**config.mk**
```make
export PLATFORM = sky130hd
export DESIGN_NAME = fifo_instruction_decoder
export DESIGN_NICKNAME = d
export VERILOG_FILES = /design/src/rtl/fifo_instruction_decoder.sv
export SDC_FILE = /design/constraint.sdc
export NUM_CORES = 1
export LEC_CHECK = 0
export BUFFER_PORTS_ARGS = -buffer_cell sky130_fd_sc_hd__buf_2
export CORE_ASPECT_RATIO = 2
export CORE_MARGIN = 2
export CORE_UTILIZATION = 44
export CTS_CLUSTER_DIAMETER = 80
export DETAILED_ROUTE_END_ITERATION = 7
export MAX_ROUTING_LAYER = met4
export PLACE_DENSITY = 0.86
export SYNTH_ARGS = -nofsm -noshare
export SYNTH_HDL_FRONTEND = slang
export SYNTH_SLANG_ARGS = --single-unit
```
**constraint.sdc**
```tcl
create_clock -name clk -period 2.9 [get_ports clk]
set_input_delay 0.29 -clock clk [delete_from_list [all_inputs] [get_ports clk]]
set_output_delay 0.29 -clock clk [all_outputs]
set_load 0.03 [all_outputs]
```
**src/rtl/fifo_instruction_decoder.sv**
```systemverilog
// fifo_instruction_decoder
// Read-side consumer of the dual instruction FIFO pair. Pops one dataA/dataB
// pair at a time, decodes the opcode in dataA[3:0], and issues a single-cycle
// write strobe to the register bank, sprite memory, background memory or
// polygon memory. Back-pressure from the targets holds the pending write.
//
// Optional build macro: DECODER_STATS_EN adds saturating exec/illegal counters.
//
// Ports:
//   clk, reset          decoder clock (FIFO read clock), synchronous active-high reset
//   rdempty             OR of both FIFO empty flags
//   dataA, dataB        FIFO outputs (normal mode: valid the cycle after rdreq)
//   stall               target back-pressure
//   rdreq               read request to both FIFOs
//   reg_wr/addr/data    register-bank write
//   spr_wr/addr         sprite memory write (data on mem_data)
//   bg_wr/addr          background memory write (data on mem_data)
//   mem_data            RGB 3:3:3 pixel data shared by sprite/background writes
//   poly_wr/addr/data   polygon descriptor write
//   busy                high whenever the decoder is not idle
//   exec_count          (DECODER_STATS_EN) strobes issued, saturating
//   illegal_count       (DECODER_STATS_EN) illegal opcodes discarded, saturating
module fifo_instruction_decoder #(
   parameter int REG_ADDR_W    = 5,
   parameter int SPRITE_ADDR_W = 14,
   parameter int BG_ADDR_W     = 12,
   parameter int POLY_ADDR_W   = 4
) (
   input  logic                     clk,
   input  logic                     reset,
   input  logic                     rdempty,
   input  logic [31:0]              dataA,
   input  logic [31:0]              dataB,
   input  logic                     stall,
   output logic                     rdreq,
   output logic                     reg_wr,
   output logic [REG_ADDR_W-1:0]    reg_addr,
   output logic [31:0]              reg_data,
   output logic                     spr_wr,
   output logic [SPRITE_ADDR_W-1:0] spr_addr,
   output logic                     bg_wr,
   output logic [BG_ADDR_W-1:0]     bg_addr,
   output logic [8:0]               mem_data,
   output logic                     poly_wr,
   output logic [POLY_ADDR_W-1:0]   poly_addr,
   output logic [31:0]              poly_data,
`ifdef DECODER_STATS_EN
   output logic [15:0]              exec_count,
   output logic [15:0]              illegal_count,
`endif
   output logic                     busy
);

   // Only the opcode plus the widest address field of dataA is ever used,
   // so only that many bits are latched.
   localparam int MAX_AB = (SPRITE_ADDR_W > BG_ADDR_W) ? SPRITE_ADDR_W : BG_ADDR_W;
   localparam int MAX_RP = (REG_ADDR_W > POLY_ADDR_W) ? REG_ADDR_W : POLY_ADDR_W;
   localparam int A_W    = 4 + ((MAX_AB > MAX_RP) ? MAX_AB : MAX_RP);

   localparam logic [3:0] OP_WBR = 4'h0;
   localparam logic [3:0] OP_WSM = 4'h1;
   localparam logic [3:0] OP_WBM = 4'h2;
   localparam logic [3:0] OP_DP  = 4'h3;

   typedef enum logic [1:0] {
      ST_IDLE,
      ST_READ,
      ST_WAIT,
      ST_EXEC
   } state_t;

   state_t           state;
   state_t           state_next;
   logic [A_W-1:0]   latch_a;
   logic [31:0]      latch_b;
   logic [3:0]       opcode;
   logic             exec_fire;
   logic             unused_data_a;

   assign unused_data_a = ^dataA[31:A_W];
   assign opcode        = latch_a[3:0];

   // State register plus the instruction latch. The FIFO is not show-ahead,
   // so the popped word is only on dataA/dataB during WAIT; it is captured at
   // the WAIT->EXEC edge and the outputs hold it until the next capture.
   always_ff @(posedge clk) begin
      if (reset) begin
         state   <= ST_IDLE;
         latch_a <= '0;
         latch_b <= '0;
      end else begin
         state <= state_next;
         if (state == ST_WAIT) begin
            latch_a <= dataA[A_W-1:0];
            latch_b <= dataB;
         end
      end
   end

   // Next-state and strobe decode. A strobe fires only on the EXEC cycle
   // with stall low; an illegal opcode still spends that cycle and is dropped.
   always_comb begin
      state_next = state;
      rdreq      = 1'b0;
      exec_fire  = 1'b0;
      reg_wr     = 1'b0;
      spr_wr     = 1'b0;
      bg_wr      = 1'b0;
      poly_wr    = 1'b0;
      case (state)
         ST_IDLE: begin
            if (!rdempty && !stall) state_next = ST_READ;
         end
         ST_READ: begin
            rdreq      = 1'b1;
            state_next = ST_WAIT;
         end
         ST_WAIT: begin
            state_next = ST_EXEC;
         end
         ST_EXEC: begin
            if (!stall) begin
               exec_fire  = 1'b1;
               state_next = ST_IDLE;
               case (opcode)
                  OP_WBR:  reg_wr  = 1'b1;
                  OP_WSM:  spr_wr  = 1'b1;
                  OP_WBM:  bg_wr   = 1'b1;
                  OP_DP:   poly_wr = 1'b1;
                  default: ;
               endcase
            end
         end
         default: state_next = ST_IDLE;
      endcase
   end

   assign busy      = (state != ST_IDLE);
   assign reg_addr  = latch_a[4 +: REG_ADDR_W];
   assign reg_data  = latch_b;
   assign spr_addr  = latch_a[4 +: SPRITE_ADDR_W];
   assign bg_addr   = latch_a[4 +: BG_ADDR_W];
   assign mem_data  = latch_b[8:0];
   assign poly_addr = latch_a[4 +: POLY_ADDR_W];
   assign poly_data = latch_b;

`ifdef DECODER_STATS_EN
   // Saturating counters: legal opcodes count as issued strobes, the rest
   // as illegal. Opcodes 0..3 are exactly those with the top two bits clear.
   always_ff @(posedge clk) begin
      if (reset) begin
         exec_count    <= '0;
         illegal_count <= '0;
      end else if (exec_fire) begin
         if (opcode[3:2] == 2'b00) begin
            if (exec_count != 16'hFFFF) exec_count <= exec_count + 16'd1;
         end else begin
            if (illegal_count != 16'hFFFF) illegal_count <= illegal_count + 16'd1;
         end
      end
   end
`else
   logic unused_exec_fire;
   assign unused_exec_fire = exec_fire;
`endif

endmodule
```
; ---- Word level (Yosys, flattened, before mapping)
; Index checks and enable logic that the tools add are counted.
[classes]
add_sub_neg = 0
mul = 0
n_div = 0
n_lt_le_gt_ge = 0
eq_ne = 8
shift = 0
mux = 16
bitwise = 0
reduce_logical = 7
[op_table]
columns = operator, count
row1 = $mux 1, 13
row2 = $eq 4x2->1 const B, 2
row3 = $pmux 2 s4, 1
row4 = $eq 2x2->1 const B, 2
row5 = $eq 4x1->1 const B, 1
row6 = $logic_not 4->1, 1
row7 = $mux 2, 2
row8 = $ne 2x2->1 const B, 2
row9 = $eq 2x1->1 const B, 1
row10 = $logic_not 1->1, 2
row11 = $logic_not 2->1, 1
row12 = $reduce_and 2->1, 1
row13 = $reduce_bool 2->1, 1
row14 = $logic_and 1x1->1, 1
[totals]
reg_bits = 52
latch_bits = 0
mem_bits_rw = 0
romBits = 0
inputBits = 68
output_inout_bits = 114
wordCells = 34
mem_count = 0

; ---- Logic depth before layout (Yosys ltp)
[logic_depth]
depth_word = 4
depth_mapped = 6
ltp_nobuf = 5

; ---- Worst setup path before layout
; No wires, ideal clock.
[synth_timing]
kind = register -> output
start = reg state[0]
end = out reg_wr
arrival_time_ps = 1256
required_ps = 2610
slack_ps = 1354
stages_incl_launch_ff = 4
path_buffers = 0
cell_sequence = dfxtp_1 ha_1 nor4b_2 nor3b_2
[synth_via]
elab_chain_cells = 2
[synth_rtl]
columns = element, line_no
row1 = "start, declared", 72  ; state_t state;
row2 = "start signal, assigned", 92  ; state <= state_next;
row3 = $eq 2x2->1, 110  ; case (state)
row4 = $mux 1, 110
row5 = "end, declared", 36  ; output logic reg_wr,
; No other way between the ends.

; ---- Worst setup path in the final report
; Ends and elaborated chain as after synthesis.

==> out/metrics.cfg <==
[global_route]
grt_usage_pct=15.0
overflow=0
grt_pass1_vias=1724
grt_start_max_net_pins=53
antenna_found_initial=0
grt_pass1_wl_um=7510

[worst_setup_path]
cp_top_family=simple AND/OR/NAND/NOR gates
cp_max_fo=4
r2r-end=poly_data[27]
critPathArrivalTime_ps=1560
rrSetupSlack_ps=1150
critical_path.endpoint=reg_wr
reg2regPathDepth=5
slowest_delay_ps=380
crit_path_cell_trace=ha_1 > nor4b_2 > nor3b_2 > buf_2
critPathLaunch=state[0]
critical_path.slowest_cell=dfxtp_1
cp_data_required_time_ps=2610
critPathKind=reg2out
r2r-start=state[0]
cp_num_cells=4
critPathCaptureType=output pin
start_kind=flip-flop
path_buf_inv=1

[placed_design]
port_buffers=167
gp_congestion=0.694
dp_hpwl_um=3850
dp_cells=403
dpl_cell_area_um2=2840

[timing]
worst_pin_slew_ps=918
tns_ps=0
rsz0062_at_grt=no
whs_ps=239
fin_crit_sh_pct=63.9
finalCriticalPeriod_ps=1850
finalHoldViolations=0
final_max_slew_viol_count=0
relSlewSlack_pct=38.8
max_freq_mhz=540
setup_viol=0
finClkSkew_ps=4.36

[cts]
cts_sinks=52
cts_setup_buffers=0
htreeDepth=2
numCtsBuffers=5
clk_pin_slew_worst_paths_ps=70
holdBufCountCts=0
clk-insertion-delay-late_ps=280
cts_buffer_depth=2
cts-resized-gates=0
tritoncts=done
ctsRootBufferMaster=clkbuf_16

[synthesis]
syn_inst=262
syn_area_um2=2580
yosysWarningCount=0
synth-seq-cells=52
yosysUniqueCellTypes=18
ys_seq_area_share_pct=40.3
synth_nets=335
synth_area_per_cell_um2=9.85

[floorplan]
rows=39
die_h_um=112
io_pins=182
core_area_um2=5710
start_util_pct=45.2
die_w_um=58.2
die_area_um2=6530

[pwr]
peakVddDrop_uv=544
leakagePower_uw=0.00162
p_per_area_nw_per_um2=996

[drt]
antenna_left=0
wl_um=4970
dr.first_iter.drc_count=55
drtPass1Iterations=4
drc=0
vias=1896
vias_per_cell=4.61
routedWlPerCell_um=12.1

[final_layout]
syn2layout_area_growth_pct=15.8
fin_cells=411
postLayoutCellArea_um2=2990
insertedDiodeCount=0
drive_above_1_share_pct=51.4
nets=422

[run_status]
status=completed

[min_path]
hold_path.class=in2reg
whs_path_depth=3

[flow_run]
max-cap-violations=0

[area by class of cell]
cell class              instances  area [um^2]
fillers                       522         2720
flip-flops and latches         52         1040
repair buffers                168          856
multi-input cells             119          855
clock buffers                   6          139
well taps                      61         76.3
inverters                       3         11.3
clock inverters                 2         10.0
[sequential cells by signal, summed over array words and instances, names as in the netlist]
register,count
state,2
latch_a,18
poly_data,32
[Yosys cell counts]
| library cell | n | area share [%] |
|---|---|---|
| inv_1 | 3 | 0.44 |
| a21oi_1 | 2 | 0.39 |
| mux2i_1 | 50 | 19 |
| o21ai_2 | 1 | 0.34 |
| ha_1 | 5 | 2.4 |
| buf_4 | 77 | 22 |
| clkbuf_2 | 1 | 0.19 |
| buf_8 | 5 | 2.9 |
| o21ba_1 | 1 | 0.39 |
| clkbuf_1 | 5 | 0.73 |
| nor2_1 | 52 | 7.6 |
| nand2_1 | 2 | 0.29 |
| nor4b_2 | 1 | 0.58 |
| and3_1 | 2 | 0.48 |
| dfxtp_1 | 52 | 40 |
| nor3b_2 | 1 | 0.48 |
| a311oi_1 | 1 | 0.34 |
| and3b_1 | 1 | 0.34 |
[per-stage QoR]
stage	utilization (%)	power (uW)	setup WS (ps)
finish	52.3	2980	1050
detailed placement	49.7	2430	1120
floorplan	-	2350	1350
global placement	49.7	2390	1230
CTS	52.3	3030	1020
global route	52.3	3140	915
[metal layers]
layer | GRT usage, % | vias up | part of all wire, %
met3 | 2.88 | 5 | 6.1
met2 | 27.6 | 81 | 57
met1 | 15.0 | 874 | 36
li1 | - | 936 | -
met4 | 5.74 | 0 | 1.3
met5 | - | - | 0
[cells by family after synthesis]
group	share of synthesized area (%)
compound gates	1.45
simple gates	9.74
fa+ha+maj	2.42
buf+inv	26.7
mux	19.4
flops	40.3
[how the worst min path moves through the flow]
stage,startpoint,endpoint,slack (ps)
global placement,latch_a[16],latch_a[16],470
floorplan,dataA[0],latch_a[0],440
finish,dataA[17],latch_a[17],240
global route,dataB[22],poly_data[22],240
CTS,dataA[10],latch_a[10],230
detailed placement,latch_a[16],latch_a[16],480
[cells in the final DEF (no fill, tap or decap)]
cell type and instances:
a21oi_1 2, a311oi_1 1, and3_1 2, and3b_1 1
buf_12 1, buf_2 167, clkbuf_16 5, clkbuf_8 1
clkinv_2 2, dfxtp_1 52, ha_1 4, ha_2 1
inv_1 3, mux2i_1 50, nand2_1 2, nor2_1 52
nor3b_2 1, nor4b_2 1, o21ai_2 1, o21ba_1 1
[report_power, final]
group	switching (uW)	internal, uW
sequential	108	857
clock	240	340
combinational	964	467
[worst reg2reg max path, cell delays in order, from the launching register on]
cell	delay, ps
dfxtp_1	340
inv_1	120
ha_2	480
buf_12	320
mux2i_1	280
nor2_1	60
Note: power is estimated with default switching activity, not from simulation.
